## src/rtl/mips_pkg.sv

```systemverilog
// mips_pkg: ALUControl codes, execution FSM states and datapath width default
package mips_pkg;
   localparam int WIDTH_DEF = 32;
   localparam logic [4:0] ALU_SLL  = 5'b00000;
   localparam logic [4:0] ALU_SRL  = 5'b00001;
   localparam logic [4:0] ALU_SRA  = 5'b00010;
   localparam logic [4:0] ALU_SLLV = 5'b00011;
   localparam logic [4:0] ALU_SRLV = 5'b00100;
   localparam logic [4:0] ALU_SRAV = 5'b00101;
   localparam logic [4:0] ALU_ADD  = 5'b00110;
   localparam logic [4:0] ALU_SUB  = 5'b00111;
   localparam logic [4:0] ALU_AND  = 5'b01000;
   localparam logic [4:0] ALU_OR   = 5'b01001;
   localparam logic [4:0] ALU_XOR  = 5'b01010;
   localparam logic [4:0] ALU_NOR  = 5'b01011;
   localparam logic [4:0] ALU_SLT  = 5'b01100;
   localparam logic [1:0] IDLE  = 2'd0;
   localparam logic [1:0] SHIFT = 2'd1;
   localparam logic [1:0] DONE  = 2'd2;
endpackage

```

## src/rtl/alu_comb.sv

```systemverilog
// alu_comb: single-cycle add/sub/logic/slt with signed overflow
module alu_comb
   import mips_pkg::*;
#(
   parameter int WIDTH = WIDTH_DEF
) (
   input  logic [WIDTH-1:0] a,
   input  logic [WIDTH-1:0] b,
   input  logic [4:0]       ctl,
   output logic [WIDTH-1:0] y,
   output logic             ov
);
   logic             sub, arith;
   logic [WIDTH-1:0] bx, sum;
   always_comb begin
      sub   = ctl == ALU_SUB;
      arith = !(ctl inside {ALU_AND, ALU_OR, ALU_XOR, ALU_NOR, ALU_SLT});
      bx    = sub ? ~b : b;
      sum   = a + bx + {{(WIDTH-1){1'b0}}, sub};
      // sign compare rather than the sum's sign, so SLT stays right on overflow
      y     = ctl == ALU_AND ? a & b :
              ctl == ALU_OR  ? a | b :
              ctl == ALU_XOR ? a ^ b :
              ctl == ALU_NOR ? ~(a | b) :
              ctl == ALU_SLT ? {{(WIDTH-1){1'b0}}, $signed(a) < $signed(b)} : sum;
      ov    = arith && (a[WIDTH-1] == bx[WIDTH-1]) && (sum[WIDTH-1] != a[WIDTH-1]);
   end
endmodule

```

## src/rtl/alu_exec_unit.sv

```systemverilog
// alu_exec_unit: handshaked ALU with one-cycle arithmetic and bit-serial shifts
module alu_exec_unit
   import mips_pkg::*;
#(
   parameter int WIDTH = WIDTH_DEF
) (
   input  logic                       clk,
   input  logic                       rst,
   input  logic                       in_valid,
   output logic                       in_ready,
   input  logic [4:0]                 alu_control,
   input  logic [WIDTH-1:0]           src_a,
   input  logic [WIDTH-1:0]           src_b,
   input  logic [$clog2(WIDTH)-1:0]   shamt,
   output logic                       out_valid,
   input  logic                       out_ready,
   output logic [WIDTH-1:0]           result,
   output logic                       zero,
   output logic                       overflow
);
   localparam int SHAMT_W = $clog2(WIDTH);
   logic [1:0]         state;
   logic [SHAMT_W-1:0] cnt, amt;
   logic               left, fill, is_shift, is_var;
   logic [WIDTH-1:0]   y, shn, first;
   logic               ov;
   alu_comb #(.WIDTH(WIDTH)) u_comb (.a(src_a), .b(src_b), .ctl(alu_control), .y(y), .ov(ov));
   always_comb begin
      is_shift  = alu_control <= ALU_SRAV;
      is_var    = alu_control inside {ALU_SLLV, ALU_SRLV, ALU_SRAV};
      amt       = is_var ? src_a[SHAMT_W-1:0] : shamt;
      first     = is_shift ? src_b : y;
      shn       = left ? {result[WIDTH-2:0], 1'b0} : {fill, result[WIDTH-1:1]};
      in_ready  = state == IDLE;
      out_valid = state == DONE;
   end
   always_ff @(posedge clk or posedge rst) begin
      if (rst) begin
         state    <= IDLE;
         result   <= '0;
         zero     <= 1'b0;
         overflow <= 1'b0;
         cnt      <= '0;
         left     <= 1'b0;
         fill     <= 1'b0;
      end else begin
         case (state)
            IDLE: if (in_valid) begin
               result   <= first;
               zero     <= first == '0;
               overflow <= !is_shift && ov;
               left     <= alu_control inside {ALU_SLL, ALU_SLLV};
               fill     <= (alu_control inside {ALU_SRA, ALU_SRAV}) && src_b[WIDTH-1];
               cnt      <= amt;
               state    <= (is_shift && amt != '0) ? SHIFT : DONE;
            end
            SHIFT: begin
               result <= shn;
               zero   <= shn == '0;
               cnt    <= cnt - 1'b1;
               if (cnt == 1) state <= DONE;
            end
            DONE: if (out_ready) state <= IDLE;
            default: state <= IDLE;
         endcase
      end
   end
endmodule

```

## config.mk

```make
export PLATFORM = sky130hd
export DESIGN_NAME = alu_exec_unit
export DESIGN_NICKNAME = d
export VERILOG_FILES = /design/src/rtl/mips_pkg.sv /design/src/rtl/alu_comb.sv /design/src/rtl/alu_exec_unit.sv
export SDC_FILE = /design/constraint.sdc
export NUM_CORES = 1
export LEC_CHECK = 0
export ABC_AREA = 1
export BUFFER_PORTS_ARGS = -buffer_cell sky130_fd_sc_hd__buf_4
export CORE_MARGIN = 3
export CORE_UTILIZATION = 55
export CTS_BUF_LIST = sky130_fd_sc_hd__clkbuf_2
export CTS_CLUSTER_SIZE = 8
export DETAILED_ROUTE_END_ITERATION = 6
export PLACE_DENSITY = 0.76
export SLEW_MARGIN = 10
export SYNTH_ARGS = -nofsm -noshare
export SYNTH_HDL_FRONTEND = slang
export SYNTH_SLANG_ARGS = --single-unit
```

## constraint.sdc

```tcl
create_clock -name clk -period 4.1 [get_ports clk]
set_input_delay 0.615 -clock clk [delete_from_list [all_inputs] [get_ports clk]]
set_output_delay 0.615 -clock clk [all_outputs]
set_load 0.01 [all_outputs]
```

---- After elaboration in Yosys (flattened, before gate mapping) ----
Cells that the tools add are included.
W data, S select, Z words.
word-level totals
  output and inout bits ................... 36
  input bits .............................. 78
  word-level logic and storage cells ...... 75
  register bits after elaboration ......... 43
cells by class
  equality and inequality tests ........... 18
  order comparisons ....................... 2
  bitwise logic cells ..................... 5
  reductions and logical operators ........ 20
  $add $sub $neg .......................... 3
  mux-type cells .......................... 20
operator list
  operator               number
  $mux W32               9
  $logic_not A32 Y1      2
  $not A32 Y32           2
  $pmux W32 S2           1
  $add A32 B1 Y32        1
  $add A32 B32 Y32       1
  $and A32 B32 Y32       1
  $lt A32 B32 Y1         1
  $or A32 B32 Y32        1
  $xor A32 B32 Y32       1
  $eq A5 B4 Y1 const B   5
  $eq A5 B3 Y1 const B   3
  $eq A5 B2 Y1 const B   2
  $mux W5                2
  $pmux W5 S2            1
  $reduce_bool A5 Y1     2
  $mux W2                4
  $pmux W2 S3            1
  $reduce_bool A2 Y1     3
  $eq A5 B1 Y1 const B   1
  $le A5 B3 Y1 const B   1
  $logic_and A1 B1 Y1    5
  $logic_not A5 Y1       1
  $sub A5 B1 Y5 const B  1
  other kinds (13)       16

---- Longest topological paths before layout ----
Gate-level depths: netlist of run 1.
  word-level depth ........................ 13
  mapped depth ............................ 26
  depth with buffers taken out ............ 25

---- By module ----
Synthesis of run 1 repeated with hierarchy kept, for this count alone.
second synthesis, totals
  cell total of the unflattened synthesis .. 1,485
  area total of the unflattened synthesis .. 8,821.0 um^2
modules (own cells, without submodules)
  module         cells each  seq. area each (um^2)  area an instance (um^2)  times used
  alu_comb       976         0.0                    5,580.4                  1
  alu_exec_unit  509         1,076.0                3,240.6                  1

---- Worst setup path after synthesis of run 1 ----
OpenSTA, ideal clock, no wires.
  kind .................................... input -> register
  from .................................... input alu_control[0]
  to ...................................... register zero
  buffers on the path ..................... 1
  slack ................................... 609 ps
  stages on the path ...................... 26
  required time ........................... 4,027 ps
  setup time .............................. 73 ps
  data arrival time ....................... 3,418 ps
  path through ............................ nand2_1 > nor2_2 > nand2_1 > buf_1 > xor2_1 > inv_1 > fa_1 > inv_1 > nand3_1 > nand2_1 > nand2_1 > nand2_1 > nand2_1 > nand2_1 > nand4_1 > nand2_1 > nand2_1 > nand3_1 > nand2_1 > nand2_1 > nand2_1 > nand2_1 > nand3_1 > nor3_2 > nand3_1 > a21oi_2
on the way
  cells in the longest elaborated chain, start to end .. 13
  elaborated cells between the ends (all ways) .. 19
  those cells by class .................... add/sub: 2; order compare: 1; eq/ne: 6; mux: 9; reduce/logical: 1
ends and longest elaborated chain
  element               RTL line             RTL
  start, declared       alu_exec_unit.sv:11  input logic [4:0] alu_control,
  $eq A5 B3 Y1          alu_comb.sv:16       sub = ctl == ALU_SUB;
  $mux W32              alu_comb.sv:18       bx = sub ? ~b : b;
  $add A32 B32 Y32      alu_comb.sv:19       sum = a + bx + {{(WIDTH-1){1'b0}}, sub};
  $add A32 B1 Y32       alu_comb.sv:19
  $mux W32              alu_comb.sv:25       ctl == ALU_SLT ? {{(WIDTH-1){1'b0}}, $signed(a) < $signed(b)} : sum;
  $mux W32              alu_comb.sv:24       ctl == ALU_NOR ? ~(a | b) :
  $mux W32              alu_comb.sv:23       ctl == ALU_XOR ? a ^ b :
  $mux W32              alu_comb.sv:22       ctl == ALU_OR ? a | b :
  $mux W32              alu_comb.sv:21       y = ctl == ALU_AND ? a & b :
  $mux W32 *            alu_exec_unit.sv:32  first = is_shift ? src_b : y;
  $logic_not A32 Y1 *   alu_exec_unit.sv:50  zero <= first == '0;
  $mux W1 *             alu_exec_unit.sv:48  IDLE: if (in_valid) begin
  $pmux W1 S2 *         alu_exec_unit.sv:47  case (state)
  end signal, assigned  alu_exec_unit.sv:41  zero <= 1'b0;
  end signal, assigned  alu_exec_unit.sv:50
  end signal, assigned  alu_exec_unit.sv:59  zero <= shn == '0;
  end, declared         alu_exec_unit.sv:18  output logic zero,
Mark *: on every way between the ends. The rest lies on a longest branch, timed or not. The select of a mux whose other input is x is not followed.
A chain may end at the register's enable or synchronous reset.

---- Worst setup path after layout of run 1 ----
  from .................................... input alu_control[2]
  to ...................................... register zero
Same word-level chain as after synthesis.

==> flow_summary.toml, run 1 <==
[status]
status = "complete, no violations"

[setup_path]
arrival_ns = 4.02
critPathCaptureType = "flop"
critical_path.max_fanout = 13
critPathRequiredTime_ns = 4.52
cp_common_cell = "nand3_1"
path_class = "primary input to flop"
crit_slowest_cell = "ha_1"
rrSetupSlack_ns = 1.66
start_kind = "primary input"
slowest_delay_ns = 0.37

[cts]
clock_path_buffers = 2
cts_sinks = 43
cts_tree = "built"
postCtsHoldBufs = 0
cts_max_level = 2
cts_buffers = 5
clk_pin_slew_ns = 0.24
clock_latency_ns = 0.46
cts_root_buf = "clkbuf_2"
post-cts-setup-buffers = 0
post_cts_resized = 0

[routing]
vias = 10100
antenna_left = 0
wire_per_inst_um = 16.7
first_iter_violations = 812
avgViaCountPerCell = 5.59
postRouteWirelength_um = 30200
drc_errors = 0
first_pass_iters = 5

[power]
power_density_nw_per_um2 = 323
ir_drop_v = 0.000285
power.leakage_nw = 5.49

[timing]
finClkSkew_ns = 0.0201
setup_tns_ns = 0
setup_viol = 0
finalHoldViolCount = 0
rsz0062_at_grt = "no"
slew-limit-headroom_pct = 42.6
final_max_slew_viol_count = 0
max_freq_ghz = 0.278
min_period_ns = 3.60
finalCritPeriodShare_pct = 87.7
hold_slack_ns = 0.241
tightest_slew_ns = 0.860

[finish]
synthToLayoutAreaGrowth_pct = 12.5
fin_area_um2 = 9840
mostFrequentLayoutCells = "nand2_1 (430), inv_1 (237), o21ai_0 (166), ha_1 (135), buf_4 (131)"
drive_gt1_share_pct = 10.2
final_nets = 1809
mostFrequentLayoutCell = "nand2_1"

[logic_synthesis]
synth_edf_count = 0
synth.ff_latch_count = 43
synth_ff_type = "dfrtp_1"
syn_area_um2 = 8750
yosys_warnings = 0
async_reset_ff_share_pct = 100
synth_nets = 1720
synth_area_per_cell_um2 = 5.81
ys_seq_area_share_pct = 12.3
synth_cell_type_count = 46
postSynthCellCount = 1506

[die]
die_x_um = 132
io_pins = 114
initial_core_util_pct = 56.9
die_height_um = 132
rows = 45
die_area_um2 = 17500
coreArea_um2 = 15400

[global_routing]
grt_max_degree = 44
grtUsageMet3_pct = 5.27
use_met2_pct = 54.7
grt_pass1_vias = 9404
antenna_found_initial = 0
overflow = 0
grtUsageTotal_pct = 33.3
grt-busiest-layer = "met2"
grt_use_met1_pct = 43.2
grt_pass1_wl_um = 47300

[placement]
dp_hpwl_um = 24000
port-buffer-count = 113
gp_congestion = 1.11
place_area_um2 = 9800

[worst_hold_path]
hp-class = "primary input to async pin"

[run]
cap_violations = 0
==> stage by stage <==
stage	setup slack, ns	total power [mW]	instances	util [%]
3_5_place_dp	0.138	2.95	1799	63.7
3_3_place_gp	0.172	2.93	1799	63.7
6_report	0.504	3.18	1808	64.0
4_1_cts	0.632	3.15	1807	64.0
5_1_grt	0.211	3.47	1807	64.0
2_1_floorplan	0.609	2.13	1506	-
==> cell usage after synthesis, types with 4 or more instances <==
cell | number | share of area [%]
buf_2 | 6 | 0.34
ha_1 | 135 | 19
a21oi_1 | 93 | 5.3
o21ai_0 | 166 | 9.5
clkbuf_1 | 35 | 1.5
dfrtp_1 | 43 | 12
nand3_1 | 73 | 4.2
nor3_1 | 12 | 0.69
nand2_2 | 10 | 0.72
o211ai_1 | 4 | 0.34
o21bai_1 | 5 | 0.43
or2_2 | 4 | 0.29
nand2_1 | 431 | 18
nand4_1 | 14 | 1.0
buf_1 | 6 | 0.26
nor4_1 | 6 | 0.43
nor2_1 | 121 | 5.2
a211oi_1 | 18 | 1.5
xor2_1 | 32 | 3.2
o22ai_1 | 4 | 0.29
nand3b_1 | 9 | 0.77
o311ai_0 | 4 | 0.40
inv_1 | 238 | 10
==> sequential cells by signal, summed over array words and instances, names as in the netlist <==
name,flops
left,1
fill,1
state,2
zero,1
result,32
overflow,1
cnt,5
==> worst paths after layout <==
| kind | depth (start not counted) | to | from |
|---|---|---|---|
| max in group asynchronous | 3 | cnt[1] | rst |
| worst min-delay path | 3 | result[25] | rst |
| worst max register to register | 10 | result[0] | state[0] |
| min in group clk | 4 | state[1] | out_ready |
| worst min register to register | 2 | fill | fill |
| worst max-delay path | 25 | zero | alu_control[2] |
==> final cells by class <==
cell class,count,area [um2]
Clock buffer,6,30.0
Tap cell,211,264
Fill cell,1589,5530
Inverter,242,908
Antenna cell,1,2.50
Clock inverter,2,7.51
Timing Repair Buffer,131,983
Multi-Input combinational cell,1172,6570
Sequential cell,43,1080
==> kinds of logic (layout without fill, tap and decap cells) <==
logic type,Yosys count,after routing,synth area share (%)
compound gates,316,316,19.8
xor+xnor,34,34,3.40
fa+ha+maj,136,136,19.5
buf+inv,291,381,12.7
flops,43,43,12.3
other cells,0,1,0
simple gates,686,686,32.2
==> worst max-delay path, delay by kind of cell <==
family,cells,cell delay (ns)
buffers and inverters,4,0.50
xor gates and xnor gates,1,0.16
adders and majority gates,1,0.37
AOI/OAI and AO/OA,2,0.30
and+or+nand+nor,17,2.08
==> per-layer routing <==
layer / share of wire [%] / vias to the layer above
li1: - / 5016
met3: 7.7 / 87
met1: 42 / 4551
met5: 0 / -
met2: 46 / 453
met4: 5.0 / 0
==> where the power goes <==
group	internal [mW]	switching [mW]	total (mW)
registers	0.628	0.182	0.809
clock network	0.0409	0.153	0.194
logic	0.820	1.35	2.17
total	1.49	1.69	3.18
No activity file was read; power rests on OpenSTA's default activity.
==> inputs of run 2 (changes only) <==
--- a/config.mk
+++ b/config.mk
@@ -12,7 +12,7 @@
 export CTS_BUF_LIST = sky130_fd_sc_hd__clkbuf_2
 export CTS_CLUSTER_SIZE = 8
 export DETAILED_ROUTE_END_ITERATION = 6
-export PLACE_DENSITY = 0.76
+export PLACE_DENSITY = 0.72
 export SLEW_MARGIN = 10
 export SYNTH_ARGS = -nofsm -noshare
 export SYNTH_HDL_FRONTEND = slang
==> run 2 against run 1 <==
Net effect: routed wire length grew 1.5%; total power grew 0.10%; setup slack better by 0.046 ns; die area is the same; largest power group unchanged; clock power barely moved; flip-flop and latch count unchanged; sequential share of layout area barely moved; first-iteration DRC count grew 8.5%; register-to-register slack better by 0.03 ns; clock-buffer cell count up 1; critical path type unchanged; combinational power hardly changed; sequential power fell by 0.9%.
==> flow_summary.toml, run 2 (synthesized netlist as in run 1, its figures left out) <==
[status]
status = "complete, no violations"

[global_routing]
grt_pass1_vias = 9608
grt_max_degree = 44
grt_pass1_wl_um = 48700
overflow = 0
grtUsageTotal_pct = 34.2
antenna_found_initial = 0

[finish]
multi_input_area_um2 = 6570
drive_gt1_share_pct = 10.4
num_antenna_cells = 0
mostFrequentLayoutCells = "nand2_1 (430), inv_1 (237), o21ai_0 (166), ha_1 (135), buf_4 (133)"
fin_cells = 1810
register_area_um2 = 1080
largestRegisters = "result x32, cnt x5, state x2"
final_nets = 1812
synthToLayoutAreaGrowth_pct = 12.9
largest-register = "result"
largest_reg_flops = 32
mostFrequentLayoutCell = "nand2_1"
n_fill_cell = 1598

[timing]
slew-limit-headroom_pct = 48.6
finalCritPeriodShare_pct = 86.6
min_period_ns = 3.55
max_freq_ghz = 0.282
finClkSkew_ns = 0.0300
finalHoldViolCount = 0
final_max_slew_viol_count = 0
rsz0062_at_grt = "no"
setup_viol = 0
tightest_slew_ns = 0.771
setup_tns_ns = 0

[cts]
post-cts-setup-buffers = 0
postCtsHoldBufs = 0
cts_sinks = 43
cts_root_buf = "clkbuf_2"
cts_tree = "built"
clock_latency_ns = 0.45
clock_path_buffers = 2
cts_buffers = 5
post_cts_resized = 0
cts_max_level = 2
clk_pin_slew_ns = 0.24

[setup_path]
worst-path-stages = 25
path_delay_family = "simple AND/OR/NAND/NOR gates"
critical_path.max_fanout = 28
path_class = "primary input to flop"
r2r_end = "result[0]"
crit_slowest_cell = "ha_1"
rrSetupSlack_ns = 1.69
cp.buffers_inverters = 3
slowest_delay_ns = 0.37
arrival_ns = 3.97
cp-startpoint = "alu_control[1]"
reg2regPathDepth = 10
worstReg2RegStart = "state[0]"
critPathRequiredTime_ns = 4.52
start_kind = "primary input"
timing.critical_path.to = "zero"
critPathCaptureType = "flop"

[routing]
avgViaCountPerCell = 5.61
first_pass_iters = 6
vias = 10100
postRouteWirelength_um = 30700
wire_per_inst_um = 16.9
antenna_left = 0
drc_errors = 0
first_iter_violations = 881

[placement]
dp_hpwl_um = 24300
gp_congestion = 1.04
port-buffer-count = 113
dp.cells = 1802

[worst_hold_path]
hp-class = "primary input to async pin"

[die]
rows = 45
die_area_um2 = 17500
die_x_um = 132
coreArea_um2 = 15400
io_pins = 114
initial_core_util_pct = 56.9
die_height_um = 132

[power]
p_comb_share_pct = 68.7
ir_drop_v = 0.000297
clkPwrFrac_pct = 6.1
power_switching_share_pct = 52.9
p_seq_share_pct = 25.2
power_density_nw_per_um2 = 322
switching_power_mw = 1.68
p_int_mw = 1.50
power.leakage_nw = 5.51

[run]
cap_violations = 0
## run 2: layout make-up
| cell class | count | share of cell area, % |
|---|---|---|
| Multi-Input combinational cell | 1172 | 66.5 |
| Clock buffer | 7 | 0.355 |
| Sequential cell | 43 | 10.9 |
| Timing Repair Buffer | 134 | 10.3 |
| Tap cell | 211 | 2.67 |
| Inverter | 242 | 9.20 |
| Clock inverter | 1 | 0.0507 |
## run 2: worst min path at each step
stage,startpoint,endpoint,slack (ns)
detailed placement,fill,fill,0.48
global placement,fill,fill,0.47
global route,rst,result[11],0.27
CTS,rst,result[28],0.27
finish,rst,result[11],0.26
floorplan,fill,fill,0.44
## run 2: per-stage QoR
stage / setup WS (ns) / hold slack (ns) / power [mW] / utilization [%] / area, um2
6_report: 0.550 / 0.257 / 3.18 / 64.2 / 9870
2_1_floorplan: 0.609 / 0.444 / 2.13 / - / 8750
5_1_grt: 0.224 / 0.270 / 3.48 / 64.2 / 9870
4_1_cts: 0.661 / 0.268 / 3.15 / 64.2 / 9870
3_5_place_dp: 0.160 / 0.479 / 2.95 / 64.0 / 9830
3_3_place_gp: 0.192 / 0.471 / 2.94 / 64.0 / 9830
## run 2: tightest hold or removal path: cells and delay by family
kind | cells | cell delay [ns]
buf+inv | 3 | 0.60
## run 2: layer usage
layer / vias to the layer above / track usage, % / wire [um]
met5: - / 0 / 0
met4: 0 / 16.2 / 1610
met3: 98 / 5.04 / 2390
met2: 467 / 55.6 / 13700
met1: 4568 / 44.6 / 13000
li1: 5014 / - / -
## run 2: power groups by stage
stage | registers, mW | clock network [mW] | logic, mW
floorplan | 0.843 | 0 | 1.29
global placement | 0.809 | 0 | 2.13
detailed placement | 0.808 | 0 | 2.15
CTS | 0.797 | 0.196 | 2.16
global route | 0.829 | 0.215 | 2.44
finish | 0.802 | 0.193 | 2.18
==> inputs of run 3 (changes only) <==
--- a/config.mk
+++ b/config.mk
@@ -7,7 +7,6 @@
 export LEC_CHECK = 0
 export ABC_AREA = 1
 export BUFFER_PORTS_ARGS = -buffer_cell sky130_fd_sc_hd__buf_4
-export CORE_MARGIN = 3
 export CORE_UTILIZATION = 55
 export CTS_BUF_LIST = sky130_fd_sc_hd__clkbuf_2
 export CTS_CLUSTER_SIZE = 8
==> constraint.sdc (replaced) <==
create_clock -name clk -period 4.1 [get_ports clk]
set_input_delay 0.82 -clock clk [delete_from_list [all_inputs] [get_ports clk]]
set_output_delay 0.82 -clock clk [all_outputs]
set_load 0.01 [all_outputs]
==> run 3 against run 2 <==
Net effect: setup slack worse by 0.28 ns; non-clock buffer count up 6; combinational power about the same; final area up 0.54%; largest cell class unchanged; global-route usage up 4.2 points; worst hold slack better by 0.22 ns; clock-buffer cell count down 1.
==> flow_summary.toml, run 3 (synthesized netlist as in run 1, its figures left out) <==
[timing]
tightest_slew_ns = 0.773
finalHoldViolCount = 0
max_freq_ghz = 0.261
rsz0062_at_grt = "no"
finalCritPeriodShare_pct = 93.4
setup_viol = 0
slew-limit-headroom_pct = 48.4
final_max_slew_viol_count = 0
min_period_ns = 3.83
timing.final.ws_setup_ns = 0.269
finClkSkew_ns = 0.0168

[routing]
postRouteWirelength_um = 30800
first_pass_iters = 5
vias = 10300
first_iter_violations = 973
antenna_left = 0
avgViaCountPerCell = 5.66
wire_per_inst_um = 17.0
drc_errors = 0

[finish]
mostFrequentLayoutCells = "nand2_1 (430), inv_1 (237), o21ai_0 (166), buf_4 (138), ha_1 (135)"
synthToLayoutAreaGrowth_pct = 13.5
fin_util_pct = 64.6
largestRegisters = "result x32, cnt x5, state x2"
largest_reg_flops = 32
final_nets = 1818
fin_cells = 1815
drive_gt1_share_pct = 10.7
mostFrequentLayoutCell = "nand2_1"
largest-register = "result"

[cts]
cts_sinks = 43
post-cts-setup-buffers = 0
cts_tree = "built"
post_cts_resized = 0
cts_max_level = 2
cts_buffers = 5
postCtsHoldBufs = 0
cts_root_buf = "clkbuf_2"
clock_path_buffers = 2
clk_pin_slew_ns = 0.21
clock_latency_ns = 0.43

[placement]
post-place-ws_ns = -0.131
port-buffer-count = 113
dp.cells = 1808
gp_congestion = 1.01
dp_hpwl_um = 24200

[setup_path]
reg2regPathDepth = 7
arrival_ns = 4.22
critical_path.max_fanout = 14
critPathRequiredTime_ns = 4.49
critPathCaptureType = "flop"
path_class = "primary input to flop"
cp-startpoint = "alu_control[2]"
worstReg2RegStart = "left"
start_kind = "primary input"

[die]
coreArea_um2 = 15400
die_height_um = 128
initial_core_util_pct = 56.9
die_area_um2 = 16400
io_pins = 114
rows = 45
die_x_um = 128

[power]
power_mw = 3.19
ir_drop_v = 0.000347
power.leakage_nw = 5.54
power_density_nw_per_um2 = 321

[global_routing]
grt_pass1_wl_um = 49100
grtUsageTotal_pct = 38.3
grt_pass1_vias = 9611
antenna_found_initial = 0
overflow = 0
grt_max_degree = 44

[status]
status = "complete, no violations"

[run]
cap_violations = 0

[worst_hold_path]
hp-class = "primary input to async pin"
-- run 3: area by class of cell --
type / instances / area (um2)
well taps: 211 / 264
clock buffers: 6 / 30.0
fillers: 1573 / 5450
multi-input cells: 1172 / 6570
diodes: 1 / 2.50
inverters: 242 / 908
flip-flops and latches: 43 / 1080
repair buffers: 140 / 1080
-- run 3: worst paths after layout --
kind                               to  slack [ns]
setup / recovery                 zero        0.27
hold / removal             result[27]        0.48
setup reg to reg                 zero        1.46
hold reg to reg                  fill        0.53
max in group asynchronous   result[2]        3.21
min in group clk                 fill        0.53
-- run 3: worst max-delay path, stage by stage --
cell and delay [ns]:
buf_4 0.11, inv_1 0.05, nor2_1 0.15, nand2_2 0.22, buf_12 0.24, xor2_1 0.15, ha_1 0.37, a21oi_1 0.27
o21ai_0 0.25, a21oi_2 0.21, nor2_1 0.10, nor2_1 0.19, nand3_1 0.10, nand3_1 0.13, nand2_1 0.06, nand2_1 0.05
nand2_1 0.06, nand2_1 0.06, nand2_1 0.05, inv_1 0.05, nand3_1 0.07, nor2_1 0.18, nand3_1 0.12, a21oi_2 0.12
-- run 3: report_power, final --
group,internal (mW),total (mW),leakage (nW),switching (mW)
Clock,0.0384,0.178,0.0249,0.140
Combinational,0.838,2.20,4.99,1.36
Sequential,0.628,0.805,0.527,0.177
Total,1.50,3.19,5.54,1.68
-- run 3: per-stage QoR --
step           hold slack, ns  TNS [ns]  cell area, um2
5_1_grt                 0.504         0            9920
2_1_floorplan           0.444         0            8750
4_1_cts                 0.521         0            9920
3_3_place_gp            0.467    -0.190            9890
6_report                0.479         0            9930
3_5_place_dp            0.480    -0.131            9890
-- run 3: metal layers --
metal	global-route usage [%]	wire, um	vias to the layer above
met5	0	0	-
met4	17.6	1440	0
met3	4.92	2450	88
met2	64.5	14000	502
met1	48.7	12900	4649
li1	-	-	5037
